==> src/rtl/sample_playback_fifo.sv <==
// sample_playback_fifo: sample FIFO feeding the codec DATA word, advanced once per data_over rising edge.
// Ports: Clk/Reset (async active-low); wr_en/wr_data producer side with full/empty/level status;
// INIT_FINISH/data_over from the audio interface; DATA registered sample; overflow/underrun one-cycle pulses.
// Build option SAMPLE_FIFO_HOLD_EN: on underrun DATA repeats the last sample instead of going silent.
module sample_playback_fifo #(
  parameter int DEPTH_LOG2 = 6,
  parameter int WIDTH = 16
) (
  input  logic                  Clk,
  input  logic                  Reset,
  input  logic                  wr_en,
  input  logic [WIDTH-1:0]      wr_data,
  output logic                  full,
  output logic                  empty,
  output logic [DEPTH_LOG2:0]   level,
  input  logic                  INIT_FINISH,
  input  logic                  data_over,
  output logic [WIDTH-1:0]      DATA,
  output logic                  overflow,
  output logic                  underrun
);
  localparam int DEPTH = 1 << DEPTH_LOG2;
`ifdef SAMPLE_FIFO_HOLD_EN
  localparam bit HOLD = 1'b1;
`else
  localparam bit HOLD = 1'b0;
`endif
  logic [WIDTH-1:0] mem [DEPTH];
  logic [DEPTH_LOG2-1:0] wr_ptr_q, wr_ptr_d, rd_ptr_q, rd_ptr_d;
  logic [DEPTH_LOG2:0] level_q, level_d;
  logic [WIDTH-1:0] data_q, data_d;
  logic data_over_q, data_over_d, overflow_q, overflow_d, underrun_q, underrun_d;
  logic wr_acc, consume, rd_ok;
  assign full = level_q == (DEPTH_LOG2+1)'(DEPTH);
  assign empty = level_q == '0;
  assign level = level_q;
  assign DATA = data_q;
  assign overflow = overflow_q;
  assign underrun = underrun_q;
  always_comb begin
    wr_acc = wr_en & ~full;
    consume = data_over & ~data_over_q & INIT_FINISH;
    rd_ok = consume & ~empty;
    data_over_d = data_over;
    wr_ptr_d = wr_ptr_q + DEPTH_LOG2'(wr_acc);
    rd_ptr_d = rd_ptr_q + DEPTH_LOG2'(rd_ok);
    level_d = level_q + (DEPTH_LOG2+1)'(wr_acc) - (DEPTH_LOG2+1)'(rd_ok);
    overflow_d = wr_en & full;
    underrun_d = consume & empty;
    // underrun: hold build repeats the last sample, default build goes silent
    data_d = !INIT_FINISH ? '0 : rd_ok ? mem[rd_ptr_q] : consume ? (HOLD ? data_q : '0) : data_q;
  end
  always_ff @(posedge Clk) begin
    if (wr_acc) mem[wr_ptr_q] <= wr_data;
  end
  always_ff @(posedge Clk or negedge Reset) begin
    if (!Reset) begin
      wr_ptr_q <= '0;
      rd_ptr_q <= '0;
      level_q <= '0;
      data_q <= '0;
      data_over_q <= 1'b0;
      overflow_q <= 1'b0;
      underrun_q <= 1'b0;
    end else begin
      wr_ptr_q <= wr_ptr_d;
      rd_ptr_q <= rd_ptr_d;
      level_q <= level_d;
      data_q <= data_d;
      data_over_q <= data_over_d;
      overflow_q <= overflow_d;
      underrun_q <= underrun_d;
    end
  end
endmodule
==> config.mk <==
export PLATFORM = sky130hd
export DESIGN_NAME = sample_playback_fifo
export DESIGN_NICKNAME = d
export VERILOG_FILES = /design/src/rtl/sample_playback_fifo.sv
export SDC_FILE = /design/constraint.sdc
export NUM_CORES = 1
export LEC_CHECK = 0
export BUFFER_PORTS_ARGS = -buffer_cell sky130_fd_sc_hd__buf_2
export CAP_MARGIN = 20
export CORE_UTILIZATION = 46
export CTS_CLUSTER_DIAMETER = 120
export DETAILED_ROUTE_END_ITERATION = 10
export PLACE_DENSITY = 0.67
export SYNTH_ARGS = -nofsm -noshare
export SYNTH_HDL_FRONTEND = slang
export SYNTH_SLANG_ARGS = --single-unit
==> constraint.sdc <==
create_clock -name Clk -period 6.5 [get_ports Clk]
set_input_delay 0.65 -clock Clk [delete_from_list [all_inputs] [get_ports Clk]]
set_output_delay 0.65 -clock Clk [all_outputs]
set_load 0.02 [all_outputs]
==> results of run 1 <==
per-stage QoR:
stage	area [um^2]	worst slack, ns	cells
after floorplan	40900	3.42	1974
after global placement	42800	2.93	3168
after detailed placement	42800	2.92	3168
after CTS	46100	2.91	3363
after global routing	46200	2.66	3365
final	46200	2.88	3365
power by group:
part | total [mW] | internal [mW] | leakage [nW] | switching [mW]
sequential | 8.22 | 7.83 | 9.69 | 0.395
combinational | 4.81 | 1.92 | 3.69 | 2.89
clock | 5.84 | 3.35 | 1.61 | 2.48
total | 18.9 | 13.1 | 15.0 | 5.77
per-layer routing:
metal	vias to the layer above	part of all wire	track usage
met5	-	0.0012	0.00635
met2	912	0.48	0.334
met3	148	0.090	0.0503
li1	8473	-	-
met4	8	0.025	0.0652
met1	10700	0.40	0.297
synth_stat cells, drive strengths merged (18+ instances only):
cell	n	area share
edfxtp	1024	0.75
mux4	192	0.11
mux2i	128	0.031
nor2	72	0.0066
a22oi	64	0.012
buf	57	0.010
clkbuf	57	0.0052
nand2	51	0.0047
o21ai	49	0.0060
dfrtp	38	0.023
a211oi	32	0.0059
o22ai	32	0.0049
nand3	26	0.0032
a21oi	20	0.0024
and3	18	0.0028
final cells by class:
type                            count  share of cell area
Tap cell                         1165              0.0316
Clock inverter                     55              0.0113
Clock buffer                      140              0.0609
Sequential cell                  1062               0.687
Timing Repair Buffer              145              0.0222
Inverter                           13             0.00106
Multi-Input combinational cell    785               0.186
worst paths after layout:
kind | startpoint | end | cells after the start
min in group asynchronous | Reset | level[4] | 2
max in group asynchronous | Reset | rd_ptr_q[1] | 3
min | data_over | data_over_q | 1
min reg2reg | rd_ptr_q[5] | rd_ptr_q[5] | 1
max reg2reg | level[4] | mem[12][6] | 8
max | level[4] | mem[12][6] | 8
registers in the layout, summed over array words and instances (netlist names):
| register | flops |
|---|---|
| rd_ptr_q | 6 |
| overflow | 1 |
| wr_ptr_q | 6 |
| DATA | 16 |
| mem | 1024 |
| underrun | 1 |
| level | 7 |
| data_over_q | 1 |
what timing repair did:
action	4_1_cts	5_1_grt
buffers inserted	0	0
hold buffers	0	1
hold endpoints to repair	0	4
cell families after synthesis:
logic type / after synthesis
flip-flops: 1062
XOR/XNOR: 14
buffers and inverters: 127
AO/OA/AOI/OAI: 232
adder cells (fa/ha/maj): 14
AND/OR/NAND/NOR: 189
multiplexers: 336
==> tab_implementation.tex, run 1 <==
\begin{tabular}{lr}
\hline
Metric & Value \\
\hline
\multicolumn{2}{l}{\textbf{Run status}} \\
\quad Status & complete, no violations \\
\multicolumn{2}{l}{\textbf{Clock tree}} \\
\quad Insertion delay of the later-clocked pin in the worst-skew pair & 0.66 ns \\
\quad Number of levels in the clock H-tree & 3 \\
\quad Number of instances resized during post-cts repair & 0 \\
\quad CTS tree & done \\
\quad Inserted Clock Buffers & 104 \\
\quad Buffer depth of the longest clock path & 3 \\
\quad Clk sink count & 1062 \\
\quad Worst-path clk slew & 0.06 ns \\
\quad Clk Tree Root Cell & sky130\_fd\_sc\_hd\_\_clkbuf\_16 \\
\multicolumn{2}{l}{\textbf{Timing}} \\
\quad Setup repair after global routing missed its margin & no \\
\quad Hold Fails Final Rpt & 0 \\
\quad Final critical path time including I/O delays and setup & 3.62 ns \\
\quad Maximum clock rate & 0.276 GHz \\
\quad Setup TNS & 0 ns \\
\quad Number of slew-limit violations in the final report & 0 \\
\quad \# setup viols final & 0 \\
\quad Worst relative slew slack & 0.268 \\
\quad Setup clock skew after layout & 0.0166 ns \\
\quad Tcrit/Tclk final & 0.556 \\
\quad Worst slew pin tran & 1.10 ns \\
\quad Hold WS & 0.156 ns \\
\multicolumn{2}{l}{\textbf{Finish}} \\
\quad Sequential cell area & 0.0317 mm\^{}2 \\
\quad Fraction of layout instances using a drive strength above 1 & 0.231 \\
\quad Core Util, Final & 0.523 \\
\quad Total Nets Final & 2146 \\
\quad Area added between synthesis and finish & 12.7\% \\
\quad Footprint of the multi-input gates & 0.00858 mm\^{}2 \\
\quad Commonest non-fill, non-tap cell in the layout & sky130\_fd\_sc\_hd\_\_edfxtp\_1 \\
\quad Commonest non-fill, non-tap cells in the layout & 1024 x sky130\_fd\_sc\_hd\_\_edfxtp\_1, 188 x sky130\_fd\_sc\_hd\_\_mux4\_2, 128 x sky130\_fd\_sc\_hd\_\_mux2i\_1 \\
\quad Count of inserted antenna diode cells & 0 \\
\quad FILL cells & 6684 \\
\multicolumn{2}{l}{\textbf{Flow run}} \\
\quad Number of maximum-capacitance constraint violations & 0 \\
\multicolumn{2}{l}{\textbf{Logic synthesis}} \\
\quad Xor and xnor fraction of the mapped netlist area & 0.00300 \\
\quad Multiplexer share of the synthesized area & 0.142 \\
\quad Dominant combinational cell family by area after synthesis & multiplexers \\
\quad Sequential cell area fraction in the yosys report & 0.774 \\
\quad Main flop type after synthesis & sky130\_fd\_sc\_hd\_\_edfxtp\_1 \\
\quad EDFF count, synth & 1024 \\
\quad Compound-gate portion of the synthesized area & 0.0383 \\
\quad Number of synthesized register bits & 1062 \\
\quad Syn. warnings & 0 \\
\quad Post-synth ARST share & 0.0358 \\
\quad Basic-gate share of the synthesized area counting and, or, nand and nor cells & 0.0212 \\
\quad Mapped Nets & 2009 \\
\quad Cell count after synthesis & 1974 \\
\quad Average footprint of a synthesized cell & 20.7 um\^{}2 \\
\quad Post-Synth Adder-Cell Area & 0.00446 \\
\quad Total standard cell area after synthesis & 0.0409 mm\^{}2 \\
\quad Synth cell types & 45 \\
\multicolumn{2}{l}{\textbf{Worst setup path}} \\
\quad Kind of launch point of the worst setup path & register \\
\quad Top delay family on crit path & simple AND/OR/NAND/NOR gates \\
\quad CP max stage cell & sky130\_fd\_sc\_hd\_\_nor2\_2 \\
\quad Sort of element at the end of the critical path & register \\
\quad CP max stage delay & 1.02 ns \\
\quad Critical Path Fanout Max & 16 \\
\quad Critical Path, Cell by Cell & inv\_1, ha\_1, nor3b\_1, and3\_1, nand2b\_1, nor2\_1, nand3b\_1, nor2\_2 \\
\quad Buffers plus inverters on the worst setup path & 1 \\
\quad Type of the setup path with the least slack & reg -> reg \\
\quad Reg-to-reg setup timing slack & 2.88 ns \\
\quad Data required time at the worst endpoint & 6.78 ns \\
\quad Data arrival, critical path & 3.90 ns \\
\multicolumn{2}{l}{\textbf{Placed design}} \\
\quad DP HPWL & 53700 um \\
\quad Port-buffer cells & 47 \\
\quad RePlAce Congestion & 0.840 \\
\multicolumn{2}{l}{\textbf{Global route}} \\
\quad Antenna violations before repair & 3 \\
\quad Total global routing track utilization & 0.213 \\
\quad Largest net degree at the start of global routing & 92 \\
\quad Global-route wire length before repair & 139000 um \\
\quad Remaining Overflow, GRT & 0 \\
\quad Via count of the first global-routing pass & 20100 \\
\multicolumn{2}{l}{\textbf{Drt}} \\
\quad First-pass detailed-route iteration total & 6 \\
\quad DRT antenna net count & 0 \\
\quad Vias post-DR & 20200 \\
\quad DRC violations left & 0 \\
\quad Routed wirelength normalized by instance count & 28.3 um \\
\quad Post-DR vias/cell & 6.01 \\
\quad Final wirelength & 95100 um \\
\quad Initial detailed-routing violation count & 2161 \\
\multicolumn{2}{l}{\textbf{Die}} \\
\quad \# rows & 109 \\
\quad Die outline area & 0.0902 mm\^{}2 \\
\quad Placeable Area & 0.0882 mm\^{}2 \\
\quad Starting density of the core & 0.464 \\
\quad I/O pin total & 48 \\
\quad Horizontal die dimension & 300 um \\
\quad Chip height & 300 um \\
\multicolumn{2}{l}{\textbf{Pwr}} \\
\quad Largest vdd supply drop & 0.273 mV \\
\quad Post-layout power & 18.9 mW \\
\quad Static leakage & 15.0 nW \\
\quad Power Density & 409 mW/mm\^{}2 \\
\multicolumn{2}{l}{\textbf{Min path}} \\
\quad Class of the worst hold path & in -> reg \\
\hline
\end{tabular}
Note: power is estimated with default switching activity, not from simulation.
==> inputs of run 2 (changes only) <==
--- a/config.mk
+++ b/config.mk
@@ -10,7 +10,7 @@
 export CORE_UTILIZATION = 46
 export CTS_CLUSTER_DIAMETER = 120
 export DETAILED_ROUTE_END_ITERATION = 10
-export PLACE_DENSITY = 0.67
+export PLACE_DENSITY = 0.7
 export SYNTH_ARGS = -nofsm -noshare
 export SYNTH_HDL_FRONTEND = slang
 export SYNTH_SLANG_ARGS = --single-unit
==> constraint.sdc (replaced) <==
create_clock -name Clk -period 2.9 [get_ports Clk]
set_input_delay 0.29 -clock Clk [delete_from_list [all_inputs] [get_ports Clk]]
set_output_delay 0.29 -clock Clk [all_outputs]
set_load 0.02 [all_outputs]
==> tab_implementation.tex, run 2 (same netlist as run 1, synthesis figures left out) <==
\begin{tabular}{lr}
\hline
Metric & Value \\
\hline
\multicolumn{2}{l}{\textbf{Run status}} \\
\quad Status & complete, no violations \\
\multicolumn{2}{l}{\textbf{Clock tree}} \\
\quad Insertion delay of the later-clocked pin in the worst-skew pair & 0.67 ns \\
\quad Clk Tree Root Cell & sky130\_fd\_sc\_hd\_\_clkbuf\_16 \\
\quad Number of levels in the clock H-tree & 3 \\
\quad CTS tree & done \\
\quad Worst-path clk slew & 0.07 ns \\
\quad Inserted Clock Buffers & 101 \\
\quad Clk sink count & 1062 \\
\quad Buffer depth of the longest clock path & 3 \\
\multicolumn{2}{l}{\textbf{Finish}} \\
\quad FILL cells & 6529 \\
\quad Area added between synthesis and finish & 14.9\% \\
\quad Commonest non-fill, non-tap cell in the layout & sky130\_fd\_sc\_hd\_\_edfxtp\_1 \\
\quad Commonest non-fill, non-tap cells in the layout & 1024 x sky130\_fd\_sc\_hd\_\_edfxtp\_1, 188 x sky130\_fd\_sc\_hd\_\_mux4\_2, 159 x sky130\_fd\_sc\_hd\_\_buf\_4 \\
\quad Total Nets Final & 2231 \\
\quad Flip-flop count of the largest register after layout & 1024 \\
\quad Register bank with the most flops & mem \\
\quad Count of inserted antenna diode cells & 0 \\
\quad Fraction of layout instances using a drive strength above 1 & 0.266 \\
\multicolumn{2}{l}{\textbf{Worst setup path}} \\
\quad Type of the setup path with the least slack & reg -> reg \\
\quad Critical Path Fanout Max & 9 \\
\quad Sort of element at the end of the critical path & register \\
\quad Data required time at the worst endpoint & 3.25 ns \\
\quad Data arrival, critical path & 3.15 ns \\
\quad Kind of launch point of the worst setup path & register \\
\multicolumn{2}{l}{\textbf{Die}} \\
\quad \# rows & 109 \\
\quad Die outline area & 0.0902 mm\^{}2 \\
\quad Chip height & 300 um \\
\quad Starting density of the core & 0.464 \\
\quad Placeable Area & 0.0882 mm\^{}2 \\
\quad I/O pin total & 48 \\
\quad Horizontal die dimension & 300 um \\
\multicolumn{2}{l}{\textbf{Timing}} \\
\quad Number of slew-limit violations in the final report & 0 \\
\quad Worst slew pin tran & 1.01 ns \\
\quad Worst relative slew slack & 0.328 \\
\quad Hold Fails Final Rpt & 0 \\
\quad Setup TNS & 0 ns \\
\quad Setup repair after global routing missed its margin & yes \\
\quad Maximum clock rate & 0.357 GHz \\
\quad Setup clock skew after layout & 0.0254 ns \\
\quad \# setup viols final & 0 \\
\quad Tcrit/Tclk final & 0.967 \\
\quad Final critical path time including I/O delays and setup & 2.80 ns \\
\quad Worst Setup Slack, final & 0.0958 ns \\
\multicolumn{2}{l}{\textbf{Min path}} \\
\quad Class of the worst hold path & in -> reg \\
\multicolumn{2}{l}{\textbf{Pwr}} \\
\quad Static leakage & 15.5 nW \\
\quad Largest vdd supply drop & 0.714 mV \\
\quad Power Density & 915 mW/mm\^{}2 \\
\multicolumn{2}{l}{\textbf{Placed design}} \\
\quad DP HPWL & 58700 um \\
\quad Worst slack, placed & -0.137 ns \\
\quad Port-buffer cells & 47 \\
\quad RePlAce Congestion & 0.880 \\
\multicolumn{2}{l}{\textbf{Flow run}} \\
\quad Number of maximum-capacitance constraint violations & 0 \\
\multicolumn{2}{l}{\textbf{Global route}} \\
\quad Global-route wire length before repair & 142000 um \\
\quad Via count of the first global-routing pass & 20700 \\
\quad Total global routing track utilization & 0.216 \\
\quad Antenna violations before repair & 0 \\
\quad Largest net degree at the start of global routing & 65 \\
\quad Remaining Overflow, GRT & 0 \\
\multicolumn{2}{l}{\textbf{Drt}} \\
\quad First-pass detailed-route iteration total & 5 \\
\quad DRC violations left & 0 \\
\quad Post-DR vias/cell & 6.05 \\
\quad Initial detailed-routing violation count & 2836 \\
\quad Vias post-DR & 20800 \\
\quad DRT antenna net count & 0 \\
\quad Routed wirelength normalized by instance count & 28.2 um \\
\quad Final wirelength & 96900 um \\
\hline
\end{tabular}
## run 2: changes by cell type in the layout (fill, tap and decap cells not counted), sizes merged, moves of 2 or more
cell | before | now
buf | 144 | 227
clkbuf | 140 | 122
clkinv | 39 | 32
bufinv | 8 | 13
dlygate4sd3 | 1 | 6
inv | 16 | 18
## run 2: path summary, 6_finish.rpt
check                           cells past startpoint     endpoint        start  slack [ns]
worst max-delay path                               11   mem[2][11]     level[2]         0.1
worst min-delay path                                1    mem[6][8]   wr_data[8]        0.05
worst max register to register                     11   mem[2][11]     level[2]         0.1
worst min register to register                      2     underrun  data_over_q        0.60
max in group asynchronous                           2  rd_ptr_q[2]        Reset        1.85
min in group asynchronous                           2     level[6]        Reset        0.31
## run 2: where the power goes
group | total [mW] | internal, mW | leakage (nW) | switching, mW
registers | 18.2 | 17.5 | 9.69 | 0.637
logic | 11.7 | 4.96 | 4.19 | 6.78
clock network | 13.1 | 7.63 | 1.59 | 5.49
total | 43.0 | 30.1 | 15.5 | 12.9
## run 2: per-layer routing
metal	up-vias	share of wire	global-route usage
met3	135	0.090	0.0294
li1	8629	-	-
met5	-	0	0
met4	0	0.025	0.0681
met2	1117	0.48	0.342
met1	10900	0.40	0.314
## run 2: critical path, stage by stage (launching register included)
cell and delay [ns]:
sky130_fd_sc_hd__dfrtp_1 0.40, sky130_fd_sc_hd__inv_1 0.09, sky130_fd_sc_hd__ha_1 0.23, sky130_fd_sc_hd__and3_4 0.19, sky130_fd_sc_hd__nand2b_4 0.15, sky130_fd_sc_hd__buf_4 0.14
sky130_fd_sc_hd__buf_4 0.14, sky130_fd_sc_hd__nor2_1 0.22, sky130_fd_sc_hd__nand3b_1 0.18, sky130_fd_sc_hd__buf_4 0.23, sky130_fd_sc_hd__nor2_1 0.26, sky130_fd_sc_hd__buf_4 0.25
## run 2: area by class of cell
cell class / instances / area, um^2 / area share
timing repair buffer: 233 / 1900 / 0.0404
tap: 1165 / 1460 / 0.0310
sequential: 1062 / 31700 / 0.674
inverter: 13 / 48.8 / 0.00104
multi-input combinational: 785 / 8660 / 0.184
clock buffer: 122 / 2650 / 0.0563
clock inverter: 54 / 621 / 0.0132
## run 2: stage by stage
step	cell area (um^2)	power [mW]	utilization	hold WS (ns)	instances
floorplan	41000	25.7	-	-0.00559	1974
global placement	43600	29.8	0.494	0.450	3248
detailed placement	43600	30.1	0.494	0.455	3248
CTS	47000	43.1	0.532	0.0307	3431
global route	47000	44.4	0.533	0.0438	3434
finish	47000	43.0	0.533	0.0492	3434
## run 2: repair_timing
action,in CTS,in global routing
endpoints found under the setup margin,1,1
setup buffers,1,3
resized for setup,5,12
pin swaps,2,10
endpoints found under the hold margin,43,0
hold buffers,6,0
